`src/rtl/addsub_pkg.sv`:
```
// addsub_pkg: shared definitions for the pipelined adder/subtractor.
//   MODE_ADD / MODE_SUB : encoding of the 'm' mode input
//   calc_ns(w, blk)     : number of pipeline stages (one CLA block per stage)
package addsub_pkg;

  localparam logic MODE_ADD = 1'b0;
  localparam logic MODE_SUB = 1'b1;

  function automatic int calc_ns(input int w, input int blk);
    return w / blk;
  endfunction

endpackage

```
`src/rtl/cla_blk.sv`:
```
// cla_blk: combinational BLK-bit carry-lookahead block.
//   a, b  : block operand bits (b already conditionally inverted for subtract)
//   cin   : carry into bit 0 of the block
//   sum   : block sum bits
//   cout  : carry out of the block MSB
//   cmsb  : carry into the block MSB (used for signed overflow)
module cla_blk #(
  parameter int BLK = 4
) (
  input  logic [BLK-1:0] a,
  input  logic [BLK-1:0] b,
  input  logic           cin,
  output logic [BLK-1:0] sum,
  output logic           cout,
  output logic           cmsb
);

  logic [BLK-1:0] p;
  logic [BLK-1:0] g;
  logic [BLK:0]   cy;
  logic           c_run;

  assign p = a ^ b;
  assign g = a & b;

  // Carry i+1 = G[i] | P[i]&G[i-1] | ... | P[i..0]&cin; the running form
  // below flattens to the lookahead sum-of-products in synthesis.
  always_comb begin
    c_run = cin;
    cy    = '0;
    cy[0] = cin;
    for (int i = 0; i < BLK; i++) begin
      c_run   = g[i] | (p[i] & c_run);
      cy[i+1] = c_run;
    end
  end

  assign sum  = p ^ cy[BLK-1:0];
  assign cout = cy[BLK];
  assign cmsb = cy[BLK-1];

endmodule

```
`src/rtl/addsub_pipe.sv`:
```
// addsub_pipe: elastic W-bit two's-complement adder/subtractor, one BLK-bit
// carry-lookahead block resolved per pipeline stage (NS = W/BLK stages).
//   clk, rst_n          : clock, synchronous active-low reset
//   in_valid/in_ready   : operand handshake (a, b, m; m=1 means a-b)
//   out_valid/out_ready : result handshake (s, c, v, z, n)
//   c : carry out of bit W-1 (subtract: 1 = no borrow)
//   v : signed overflow, z : s==0, n : s[W-1]
// Build option: define ADDSUB_SAT_EN to clamp s on signed overflow; c and v
// still describe the unclamped result, z and n follow the clamped s.
module addsub_pipe
  import addsub_pkg::*;
#(
  parameter int W   = 16,
  parameter int BLK = 4
) (
  input  logic         clk,
  input  logic         rst_n,
  input  logic         in_valid,
  output logic         in_ready,
  input  logic [W-1:0] a,
  input  logic [W-1:0] b,
  input  logic         m,
  output logic         out_valid,
  input  logic         out_ready,
  output logic [W-1:0] s,
  output logic         c,
  output logic         v,
  output logic         z,
  output logic         n
);

  localparam int NS = calc_ns(W, BLK);

  // Per-stage registers: skewed operands, partial sum, carry, sign of a
  logic [W-1:0]  a_p   [NS];
  logic [W-1:0]  b_p   [NS];
  logic [W-1:0]  sum_p [NS];
  logic [NS-1:0] cy_p;
  logic [NS-1:0] sa_p;
  logic [NS-1:0] vld_p;
  logic          v_p;
  logic          z_p;
  logic          n_p;

  // Per-stage combinational inputs and block results
  logic [W-1:0]   st_a  [NS];
  logic [W-1:0]   st_b  [NS];
  logic [W-1:0]   st_s  [NS];
  logic [W-1:0]   nsum  [NS];
  logic [BLK-1:0] blk_s [NS];
  logic [NS-1:0]  st_c;
  logic [NS-1:0]  st_sa;
  logic [NS-1:0]  st_v;
  logic [NS-1:0]  blk_co;
  logic [NS-1:0]  blk_cm;
  logic [NS-1:0]  adv;

  logic [W-1:0]   s_fin;
  logic           v_nxt;

  // A stage moves when the consumer takes a result or any stage at or
  // below it (towards the output) holds a bubble that can absorb the shift.
  always_comb begin
    adv = '0;
    for (int i = 0; i < NS; i++) begin
      adv[i] = out_ready || !(&(vld_p | NS'((1 << i) - 1)));
    end
  end

  assign in_ready = rst_n && adv[0];

  genvar k;
  generate
    for (k = 0; k < NS; k++) begin : g_stage
      localparam logic [W-1:0] MASK = W'({BLK{1'b1}}) << (k * BLK);

      if (k == 0) begin : g_first
        // Stage 0: subtract is a + ~b + 1
        assign st_a[k]  = a;
        assign st_b[k]  = b ^ {W{m}};
        assign st_c[k]  = (m == MODE_SUB);
        assign st_s[k]  = '0;
        assign st_sa[k] = a[W-1];
        assign st_v[k]  = in_valid && in_ready;
      end else begin : g_next
        assign st_a[k]  = a_p[k-1];
        assign st_b[k]  = b_p[k-1];
        assign st_c[k]  = cy_p[k-1];
        assign st_s[k]  = sum_p[k-1];
        assign st_sa[k] = sa_p[k-1];
        assign st_v[k]  = vld_p[k-1];
      end

      cla_blk #(.BLK(BLK)) u_cla (
        .a    (st_a[k][k*BLK +: BLK]),
        .b    (st_b[k][k*BLK +: BLK]),
        .cin  (st_c[k]),
        .sum  (blk_s[k]),
        .cout (blk_co[k]),
        .cmsb (blk_cm[k])
      );

      assign nsum[k] = (st_s[k] & ~MASK) | (W'(blk_s[k]) << (k * BLK));
    end
  endgenerate

  assign v_nxt = blk_co[NS-1] ^ blk_cm[NS-1];

`ifdef ADDSUB_SAT_EN
  function automatic logic [W-1:0] sat_clamp(input logic [W-1:0] x,
                                             input logic        ovf,
                                             input logic        sgn);
    if (!ovf) return x;
    return sgn ? {1'b1, {(W-1){1'b0}}} : {1'b0, {(W-1){1'b1}}};
  endfunction

  assign s_fin = sat_clamp(nsum[NS-1], v_nxt, st_sa[NS-1]);
`else
  assign s_fin = nsum[NS-1];
`endif

  // Stage boundary: every stage register loads only when its stage advances
  always_ff @(posedge clk) begin
    if (!rst_n) begin
      for (int i = 0; i < NS; i++) begin
        a_p[i]   <= '0;
        b_p[i]   <= '0;
        sum_p[i] <= '0;
      end
      cy_p  <= '0;
      sa_p  <= '0;
      vld_p <= '0;
      v_p   <= 1'b0;
      z_p   <= 1'b0;
      n_p   <= 1'b0;
    end else begin
      for (int i = 0; i < NS; i++) begin
        if (adv[i]) begin
          vld_p[i] <= st_v[i];
          a_p[i]   <= st_a[i];
          b_p[i]   <= st_b[i];
          cy_p[i]  <= blk_co[i];
          sa_p[i]  <= st_sa[i];
          sum_p[i] <= (i == NS - 1) ? s_fin : nsum[i];
        end
      end
      if (adv[NS-1]) begin
        v_p <= v_nxt;
        z_p <= (s_fin == '0);
        n_p <= s_fin[W-1];
      end
    end
  end

  assign out_valid = vld_p[NS-1];
  assign s         = sum_p[NS-1];
  assign c         = cy_p[NS-1];
  assign v         = v_p;
  assign z         = z_p;
  assign n         = n_p;

endmodule
```
`config.mk`:
```
export PLATFORM = sky130hd
export DESIGN_NAME = addsub_pipe
export DESIGN_NICKNAME = d
export VERILOG_FILES = /design/src/rtl/addsub_pkg.sv /design/src/rtl/cla_blk.sv /design/src/rtl/addsub_pipe.sv
export SDC_FILE = /design/constraint.sdc
export NUM_CORES = 1
export LEC_CHECK = 0
export ABC_AREA = 1
export ABC_CLOCK_PERIOD_IN_PS = 2950
export CAP_MARGIN = 20
export CORE_UTILIZATION = 40
export CTS_CLUSTER_SIZE = 28
export DETAILED_ROUTE_END_ITERATION = 8
export PLACE_DENSITY = 0.73
export SLEW_MARGIN = 5
export SYNTH_ARGS = -nofsm -noshare
export SYNTH_HDL_FRONTEND = slang
export SYNTH_SLANG_ARGS = --single-unit
```
`constraint.sdc`:
```
create_clock -name clk -period 2.95 [get_ports clk]
set_clock_uncertainty 0.15 [all_clocks]
set_input_delay 0.4425 -clock clk [delete_from_list [all_inputs] [get_ports clk]]
set_output_delay 0.4425 -clock clk [all_outputs]
set_load 0.02 [all_outputs]
```
* Yosys cells after proc, flatten, opt, wreduce, memory -nomap -nowiden
Memories as Yosys holds them, arrays and structs flattened. Cells that the tools add are included.
Cells by class: bitwise gates (word level) 61, reduce and logical (&&, ||, !) cells 14, multiplexer cells 25
Operator list (count):
- two-way mux 16 bit | 12
- XOR 4 bit | 8
- OR 1 bit | 28
- bitwise AND 1 bit | 16
- bitwise AND 4 bit | 4
- zero test 16 bit | 1
- OR 12 x 16 -> 16 bit | 1
- OR 16 x 12 -> 16 bit | 1
- OR 16 x 8 -> 16 bit | 1
- XOR 16 bit | 1
- two-way mux 1 bit | 13
- zero test 1 bit | 4
- logical OR 1 bit | 4
- AND reduction 4 bit | 1
- AND reduction 3 bit | 1
- logical AND 1 bit | 2
- AND reduction 2 bit | 1
- XOR 1 bit | 1
Word-level totals: memory bits (writable) 192, register bits after elaboration 11, output and inout port bits 22, memories kept 3
Memory list:
- a_p | depth 4, width 16, read ports 3, clocked after memory_dff 0, wr ports 4, line addsub_pipe.sv:35 | logic [W-1:0] a_p [NS];
- b_p | depth 4, width 16, read ports 3, clocked after memory_dff 0, wr ports 4, line addsub_pipe.sv:36 | logic [W-1:0] b_p [NS];
- sum_p | depth 4, width 16, read ports 4, clocked after memory_dff 0, wr ports 4, line addsub_pipe.sv:37 | logic [W-1:0] sum_p [NS];

* Logic depth before layout (Yosys ltp)
An unclocked memory read counts as a cell.
word-level depth 11, mapped depth 13, gate-level depth less buffers 13

* By module
From an unflattened synthesis, not the netlist that was laid out.
Unflattened totals: cell total of the unflattened synthesis 412, area total of the unflattened synthesis 4468.0 sq um
Modules (own cells, without submodules):
- addsub_pipe | sequential area each 2862.7 sq um, area each 3997.6 sq um, times used 1, cells each 356
- cla_blk | sequential area each 0.0 sq um, area each 117.6 sq um, times used 4, cells each 14

* Worst setup path before layout
OpenSTA, ideal clock, no wires.
path type input to register, start point input port m, end point memory sum_p[0][3] (data pin), data required time 2.549 ns, library setup time 0.251 ns, arrival time 2.223 ns, setup slack 0.326 ns, stages 9, cells stage by stage buf_4 -> buf_4 -> xnor2_1 -> fa_1 -> fa_1 -> inv_1 -> fa_1 -> inv_1 -> nor2_1
RTL lines:
- start: declaration | line addsub_pipe.sv:22 | input logic m,
- end: declaration | line addsub_pipe.sv:37

==> load_flow_metrics.sql <==
INSERT INTO impl_metrics (metric_group, metric, value, unit) VALUES
('cts', 'clockBufferDepth', '2', ''),
('die', 'core', '10500', 'um^2'),
('power_and_ir_drop', 'vdd_drop_max', '0.000304', 'V'),
('layout', 'flow.area_growth_from_synthesis', '20.7', '%'),
('timing', 'final_min_period_over_clock_period', '0.906', ''),
('yosys', 'synthesis.area', '4360', 'um^2'),
('power_and_ir_drop', 'power.leakage', '2.19', 'nW'),
('layout', 'multi_input_combinational_cell_area', '1020', 'um^2'),
('die', 'die_area', '11300', 'um^2'),
('power_and_ir_drop', 'power_per_cell_area', '524', 'nW/um^2'),
('cts', 'post_cts_buffers', '0', ''),
('route', 'routed-via-count', '2383', ''),
('grt', 'grt-ovfl-total', '0', ''),
('min_path', 'timing.hold.worst_path_depth', '2', ''),
('route', 'viasPerCell', '4.02', ''),
('cts', 'h-tree-depth', '3', ''),
('setup_path', 'timing.setup.critical_path_class', 'reg -> reg', ''),
('route', 'post_drt_wl_per_cell', '9.61', 'um'),
('cts', 'numCtsBuffers', '9', ''),
('timing', 'max_clock_freq', '374', 'MHz'),
('setup_path', 'setup.worst_path.start_class', 'flip-flop', ''),
('route', 'wirelength', '5700', 'um'),
('yosys', 'synth.yosys.seq_area_share', '0.657', ''),
('timing', 'tns', '0', 'ns'),
('yosys', 'postSynthRegisterBits', '99', ''),
('cts', 'worst_skew_pair.late_latency', '0.36', 'ns'),
('setup_path', 'critical_path.max_fanout', '3', ''),
('timing', 'hold_violations', '0', ''),
('min_path', 'hp-class', 'reg -> reg', ''),
('timing', 'max_slew.worst_pin.slew', '0.799', 'ns'),
('cts', 'cts_hold_buffers_added', '0', ''),
('timing', 'max_slew_margin', '0.466', ''),
('die', 'die_width', '106', 'um'),
('setup_path', 'worst_ep_arrival_time', '2.78', 'ns'),
('die', 'row_count', '37', ''),
('cts', 'cts_repair_resize_count', '0', ''),
('die', 'initial_utilization', '0.416', ''),
('layout', 'ff_latch_area', '2860', 'um^2'),
('placement', 'dpl-instance-area', '5060', 'um^2'),
('timing', 'setup_viol', '0', ''),
('route', 'drc', '0', ''),
('timing', 'finalCriticalPeriod', '2.67', 'ns'),
('layout', 'antenna_cell_count', '0', ''),
('yosys', 'synth_cell_type_count', '19', ''),
('setup_path', 'critical_path.reg2reg.endpoint', 'z$_SDFFE_PN0P_', ''),
('yosys', 'ys.warnings.count', '0', ''),
('setup_path', 'ff2ff_path_depth', '13', ''),
('job', 'maxCapViolations', '0', ''),
('min_path', 'min-delay-start', 'z$_SDFFE_PN0P_', ''),
('setup_path', 'required_arrival_time_at_the_worst_endpoint', '3.06', 'ns'),
('min_path', 'worst_hold_path.endpoint', 'z$_SDFFE_PN0P_', ''),
('timing', 'total_count_of_max_transition_violations_in_the_final_report', '0', ''),
('die', 'die_y', '106', 'um'),
('grt', 'first_global_vias', '2279', ''),
('placement', 'gp_routability_congestion', '0.756', ''),
('layout', 'stdcell_area', '5260', 'um^2'),
('placement', 'dp_hpwl', '4290', 'um'),
('cts', 'clock_tree_from_tritoncts', 'done', ''),
('route', 'first_iter_violations', '73', ''),
('setup_path', 'reg2reg_from', 'a_p[0][44]$_SDFFCE_PN0P_', ''),
('grt', 'grt_pass1_wl', '9740', 'um'),
('yosys', 'net_count_after_synthesis', '440', ''),
('grt', 'grt_start_max_net_pins', '29', ''),
('die', 'io_pins', '59', ''),
('route', 'ant_nets', '0', ''),
('yosys', 'post_synth_inst_count', '388', ''),
('layout', 'finish.net_count', '504', ''),
('layout', 'final.fill_count', '990', ''),
('route', 'number_of_optimization_iterations_in_the_first_detailed_route_pass', '4', ''),
('cts', 'tritoncts_num_sinks', '99', ''),
('grt', 'antenna_found_initial', '0', ''),
('layout', 'post_route_cells_drive_above_1_share', '0.0613', ''),
('timing', 'unrepaired_setup_endpoints_after_global_routing', 'false', ''),
('setup_path', 'worst-r2r-setup-slack', '0.28', 'ns'),
('yosys', 'postSynthAreaPerCell', '11.2', 'um^2'),
('setup_path', 'cp-end-kind', 'flip-flop', ''),
('grt', 'groute.usage.overall', '0.111', ''),
('status', 'run_status', 'finished clean', ''),
('cts', 'cts.clk_slew.worst_paths', '0.09', 'ns'),
('cts', 'clock_tree.root_cell', 'clkbuf_8', ''),
('placement', 'placement.io_buffers', '58', '');
## registers in the layout, indices dropped and copies added, names as in the netlist
signal / flops
a_p: 24
b_p: 24
cy_p: 4
n: 1
sum_p: 40
v: 1
vld_p: 4
z: 1
## placed cells by master, fill, tap and decap left out
cell type,n
xor2_1,2
nor2_1,103
edfxtp_1,88
fa_1,15
clkinvlp_4,2
a21oi_1,3
nor2_2,1
clkbuf_8,9
clkbuf_1,1
nand3_1,5
nand3b_1,1
buf_4,6
inv_1,101
dfxtp_1,11
nand2_2,4
inv_6,3
inv_2,1
xnor2_1,14
or2_2,1
o21ai_0,5
bufinv_16,1
nand2_1,22
clkdlybuf4s50_1,58
## cell families (layout without fill, tap and decap cells)
| kind of cell | count (synthesis) | after routing | share of synthesized area |
|---|---|---|---|
| adders and majority gates | 15 | 15 | 0.0689 |
| DFF | 99 | 99 | 0.657 |
| buffers and inverters | 113 | 182 | 0.109 |
| AOI/OAI and AO/OA | 8 | 8 | 0.00919 |
| xor gates and xnor gates | 16 | 16 | 0.0322 |
| and+or+nand+nor | 137 | 137 | 0.124 |
## final cells by class
cell class / count / area share
Clock buffer: 10 / 0.0243
Inverter: 102 / 0.0728
Clock inverter: 6 / 0.0136
Sequential cell: 99 / 0.544
Timing Repair Buffer: 64 / 0.119
Multi-Input combinational cell: 176 / 0.194
Tap cell: 136 / 0.0324
## routing by layer
| metal | vias up | track usage | part of all wire |
|---|---|---|---|
| met3 | 10 | 0.0221 | 0.042 |
| met2 | 59 | 0.190 | 0.47 |
| li1 | 1288 | - | - |
| met5 | - | 0 | 0 |
| met4 | 0 | 0.0536 | 0.022 |
| met1 | 1026 | 0.133 | 0.47 |
## worst max path at each step
stage	from	end	slack [ns]	cells after the start
global placement	m	sum_p[0][3]$_SDFFCE_PN0P_	0.08	8
global route	b_p[0][44]$_SDFFCE_PN0P_	z$_SDFFE_PN0P_	0.13	13
detailed placement	b[0]	sum_p[0][3]$_SDFFCE_PN0P_	0.05	10
CTS	a_p[0][44]$_SDFFCE_PN0P_	z$_SDFFE_PN0P_	0.24	13
floorplan	m	sum_p[0][3]$_SDFFCE_PN0P_	0.33	9
finish	a_p[0][44]$_SDFFCE_PN0P_	z$_SDFFE_PN0P_	0.28	13
## synth_stat cells, drive strengths merged
| cell type | number | area [um^2] |
|---|---|---|
| edfxtp | 88 | 2640 |
| inv | 102 | 383 |
| o21ai | 5 | 25.0 |
| nand2 | 26 | 108 |
| nand3b | 1 | 7.51 |
| dfxtp | 11 | 220 |
| xnor2 | 14 | 123 |
| buf | 11 | 91.3 |
| or2 | 1 | 6.26 |
| nor2 | 104 | 393 |
| a21oi | 3 | 15.0 |
| nand3 | 5 | 25.0 |
| xor2 | 2 | 17.5 |
| fa | 15 | 300 |
## per-stage QoR
step	util	total power [mW]	std cells	worst slack (ns)	hold WS, ns
floorplan	-	1.83	388	0.326	0.273
CTS	0.503	2.78	593	0.235	0.323
detailed placement	0.484	1.94	577	0.0534	0.308
global placement	0.484	1.93	577	0.0785	0.279
global route	0.503	2.87	593	0.125	0.339
finish	0.503	2.76	593	0.278	0.329
## power breakdown
part / leakage [nW] / internal, mW / total [mW] / switching, mW
Sequential: 1.14 / 1.61 / 1.63 / 0.0285
Combinational: 0.954 / 0.135 / 0.268 / 0.133
Clock: 0.0939 / 0.401 / 0.855 / 0.454
## critical path, cell delays in order, from the launching register on
cell and delay [ns]:
edfxtp_1 0.37, inv_1 0.09, fa_1 0.18, inv_1 0.06, fa_1 0.44, fa_1 0.47, inv_1 0.10, fa_1 0.41
nand2_1 0.08, inv_1 0.04, nand2_1 0.05, nor2_1 0.04, nand3_1 0.07, nand2_1 0.05
No activity file was read; power rests on OpenSTA's default activity.
